### src/rtl/tick_divider_multi.sv
// Multi-channel clock-enable generator on a single clock domain.
// Each channel divides clk by its own constant divisor and produces a
// one-cycle tick per period plus a square wave at the same frequency.
// Channels selected by PAUSE_MASK freeze (count and square wave hold, no
// tick) while pause is high.
//
// Ports:
//   clk      in   1       system clock
//   rst      in   1       synchronous, active-high reset
//   pause    in   1       freeze masked channels while high
//   restart  in   1       synchronous phase clear of all channels
//   tick     out  NUM_CH  one-cycle enable pulse per channel period
//   sq       out  NUM_CH  square wave per channel
//
// Channel i divisor is DIV_LIST[i*CNT_W +: CNT_W]; it must be >= 1.

module tick_divider_multi #(
  parameter int unsigned              NUM_CH     = 4,
  parameter int unsigned              CNT_W      = 27,
  parameter logic [NUM_CH*CNT_W-1:0]  DIV_LIST   = {27'd100000, 27'd25000000,
                                                    27'd50000000, 27'd100000000},
  parameter logic [NUM_CH-1:0]        PAUSE_MASK = NUM_CH'(1)
) (
  input  logic              clk,
  input  logic              rst,
  input  logic              pause,
  input  logic              restart,
  output logic [NUM_CH-1:0] tick,
  output logic [NUM_CH-1:0] sq
);

  for (genvar i = 0; i < NUM_CH; i++) begin : g_ch
    localparam logic [CNT_W-1:0] DivV   = DIV_LIST[i*CNT_W +: CNT_W];
    localparam logic [CNT_W-1:0] Last   = DivV - CNT_W'(1);
    // Mid-period toggle point; only meaningful when DivV >= 2.
    localparam logic [CNT_W-1:0] MidV   = (DivV >> 1) - CNT_W'(1);
    localparam bit               HasMid = (DivV > CNT_W'(1));

    logic [CNT_W-1:0] cnt_q, cnt_d;
    logic             tick_q, tick_d;
    logic             sq_q, sq_d;
    logic             frozen;

    assign frozen = pause & PAUSE_MASK[i];

    always_comb begin
      cnt_d  = cnt_q;
      sq_d   = sq_q;
      tick_d = 1'b0;
      if (restart) begin
        // Restart beats pause: phase clears even on frozen channels.
        cnt_d = '0;
        sq_d  = 1'b0;
      end else if (!frozen) begin
        if (cnt_q == Last) begin
          cnt_d  = '0;
          tick_d = 1'b1;
          sq_d   = ~sq_q;
        end else begin
          cnt_d = cnt_q + CNT_W'(1);
          // Never coincides with the wrap toggle since MidV < Last.
          if (HasMid && (cnt_q == MidV)) begin
            sq_d = ~sq_q;
          end
        end
      end
    end

    always_ff @(posedge clk) begin
      if (rst) begin
        cnt_q  <= '0;
        tick_q <= 1'b0;
        sq_q   <= 1'b0;
      end else begin
        cnt_q  <= cnt_d;
        tick_q <= tick_d;
        sq_q   <= sq_d;
      end
    end

    assign tick[i] = tick_q;
    assign sq[i]   = sq_q;
  end

endmodule

### config.mk
export PLATFORM = sky130hd
export DESIGN_NAME = tick_divider_multi
export DESIGN_NICKNAME = d
export VERILOG_FILES = /design/src/rtl/tick_divider_multi.sv
export SDC_FILE = /design/constraint.sdc
export NUM_CORES = 1
export LEC_CHECK = 0
export BUFFER_PORTS_ARGS = -buffer_cell sky130_fd_sc_hd__buf_4
export CORE_MARGIN = 2
export CORE_UTILIZATION = 25
export DETAILED_ROUTE_END_ITERATION = 7
export GPL_ROUTABILITY_DRIVEN = 0
export PLACE_DENSITY = 0.41
export SLEW_MARGIN = 10
export SYNTH_ARGS = -nofsm -noshare
export SYNTH_HDL_FRONTEND = slang
export SYNTH_SLANG_ARGS = --single-unit
### constraint.sdc
create_clock -name clk -period 1.95 [get_ports clk]
set_clock_uncertainty 0.1 [all_clocks]
set_input_delay 0.0975 -clock clk [delete_from_list [all_inputs] [get_ports clk]]
set_output_delay 0.0975 -clock clk [all_outputs]
set_load 0.05 [all_outputs]
==> flow_metrics.py <==
metrics = {
    "hold_path": {
        "hold_path.class": "reg2reg",
        "hp-start": "g_ch[1].cnt_q[0]$_SDFF_PP0_",
        "hold_depth": 1,
    },
    "power": {
        "leakage_uw": 0.00240,
        "irDropWorstVdd_mv": 0.603,
        "p_per_area_mw_per_mm2": 853,
    },
    "synthesis": {
        "netlist_area_mm2": 0.00529,
        "syn_avg_cell_area_um2": 8.53,
        "synth_most_common_cell": "nor2_1",
        "synth_ff_type": "dfxtp_1",
        "ys_ff_latch": 116,
        "ys_types": 42,
        "syn-num-nets": 628,
        "ys_top_cells_by_area": "dfxtp_1, nor2_1, xor2_1",
        "synth-edff-count": 0,
        "yosysWarnings": 0,
        "yosysSeqAreaShare": 0.439,
        "synth_top_area_share": 0.439,
        "synthCells": 620,
        "synth_top_cell_by_area": "dfxtp_1",
        "yosys-top-cells-count": "nor2_1, dfxtp_1, xor2_1",
        "synth_async_sr_flop_share": 0,
    },
    "die": {
        "std_cell_rows": 53,
        "die_y_um": 149,
        "core_mm2": 0.0209,
        "die_area_mm2": 0.0223,
        "initial_core_util": 0.253,
        "die_w_um": 149,
        "ioPinCount": 12,
    },
    "global_route": {
        "grt_max_degree": 28,
        "grt-ovfl-total": 0,
        "grt_pass1_wl_um": 20800,
        "antenna_found_initial": 0,
        "grt_usage": 0.117,
        "grt_pass1_vias": 4280,
    },
    "critical_path": {
        "crit_path_end_kind": "flop",
        "crit_type": "reg2reg",
        "cp-startpoint": "g_ch[1].cnt_q[24]$_SDFF_PP0_",
        "worst_r2r_path_depth": 6,
        "cp.required_ns": 2.15,
        "r2r_start": "g_ch[1].cnt_q[24]$_SDFF_PP0_",
        "start_kind": "flop",
        "crit_fanout": 24,
        "cp.arrival_ns": 2.08,
    },
    "placed_design": {
        "dpl_cell_area_mm2": 0.00609,
        "dpl.hpwl_um": 8460,
        "port_buffers": 11,
        "post-place-ws_ns": -0.176,
    },
    "job": {
        "drv_cap": 0,
    },
    "timing": {
        "max_freq_mhz": 533,
        "fin_ws_ns": 0.0755,
        "setup_violations": 0,
        "slew_headroom": 0.711,
        "finalCritPeriodShare": 0.961,
        "period_needed_ns": 1.87,
        "worst_pin_slew_ns": 0.429,
        "slew_violations": 0,
        "hold_violations": 0,
        "tns_ns": 0,
        "hold_ws_ns": 0.346,
    },
    "clock_tree": {
        "clock-sinks": 116,
        "cts_tree": "built",
        "clk_latency_ns": 0.41,
        "cts.htree.levels": 4,
        "cts_buffers": 17,
        "cts_buffer_depth": 2,
        "cts_root_buffer": "clkbuf_16",
        "cts.clk_slew.worst_paths_ns": 0.05,
    },
    "run_status": {
        "run_status": "finished clean",
    },
    "cells_and_area": {
        "drive_above_1_share": 0.186,
        "diodes": 0,
        "design_area_mm2": 0.00687,
        "postLayoutCoreUtil": 0.329,
        "fin_nets": 701,
        "area_growth_pct": 29.8,
    },
    "routing": {
        "drc": 0,
        "wl_per_cell_um": 12.5,
        "viasPerCell": 4.45,
        "vias": 4367,
        "first_pass_iters": 4,
        "drt-initial-drc-count": 244,
        "antenna_left": 0,
        "drt-total-wl_um": 12300,
    },
}
## placed cells by master, fill, tap and decap left out, types with 5 or more instances in the layout
cell / count
buf_4: 71
nor4_2: 5
and4_1: 11
nor3_1: 15
nand2_1: 48
and3_1: 17
nor2_1: 133
nand3_1: 37
xor2_1: 57
and2_1: 6
clkbuf_16: 17
nor4_1: 11
xnor2_1: 42
nand4_1: 35
dfxtp_1: 112
inv_1: 10
## state kept, by name (all words and copies together) (netlist names)
signal,flops
g_ch.tick_q,4
g_ch.cnt_q,108
g_ch.sq_q,4
## routing by layer
metal	part of all wire	global-route usage	up-vias
met5	0	0	-
met4	0.014	0.0438	0
met3	0.030	0.0378	13
met2	0.46	0.185	36
met1	0.49	0.149	2053
li1	-	-	2265
## path summary, 6_finish.rpt
check,slack [ns],end
worst min register to register,0.35,g_ch[1].cnt_q[0]$_SDFF_PP0_
worst max-delay path,0.08,g_ch[1].cnt_q[21]$_SDFF_PP0_
worst min-delay path,0.35,g_ch[1].cnt_q[0]$_SDFF_PP0_
worst max register to register,0.08,g_ch[1].cnt_q[21]$_SDFF_PP0_
## per-stage QoR
step                cells  power (µW)
global placement      943        2530
floorplan             620        2490
global route          981        6080
finish                981        5860
CTS                   979        5950
detailed placement    943        2530
## kinds of logic (layout without fill, tap and decap cells)
| kind of cell | Yosys count | after routing | synth area share |
|---|---|---|---|
| AND/OR/NAND/NOR | 353 | 353 | 0.333 |
| flip-flops | 116 | 116 | 0.439 |
| XOR/XNOR | 99 | 99 | 0.164 |
| buffers and inverters | 34 | 120 | 0.0345 |
| AO/OA/AOI/OAI | 12 | 12 | 0.0161 |
| adder cells (fa/ha/maj) | 4 | 4 | 0.00946 |
| multiplexers | 2 | 2 | 0.00379 |
## area by class of cell
cell class / count / area [µm²]
Fill cell: 2192 / 14000
Multi-Input combinational cell: 470 / 2890
Sequential cell: 116 / 2330
Timing Repair Buffer: 78 / 633
Clock buffer: 24 / 492
Tap cell: 275 / 344
Clock inverter: 8 / 146
Inverter: 10 / 37.5
## power breakdown
group	switching, µW	internal, µW
Sequential	5.40	2380
Clock	1100	2270
Combinational	59.2	41.8
## worst max-delay path, stage by stage (launching register included)
cell	delay (ns)
dfxtp_1	0.30
or4b_2	0.67
nor3_2	0.14
nand4_1	0.19
nand2_2	0.14
buf_12	0.17
nor2_1	0.06
## timing repair
action / CTS / global route
buffers inserted: 0 / 2
hold endpoints to repair: 5 / 0
pin swaps: 1 / 8
cloned: 0 / 0
gates resized for setup: 3 / 12
endpoints found under the setup margin: 29 / 57
hold buffers: 4 / 0
Note: power is estimated with default switching activity, not from simulation.
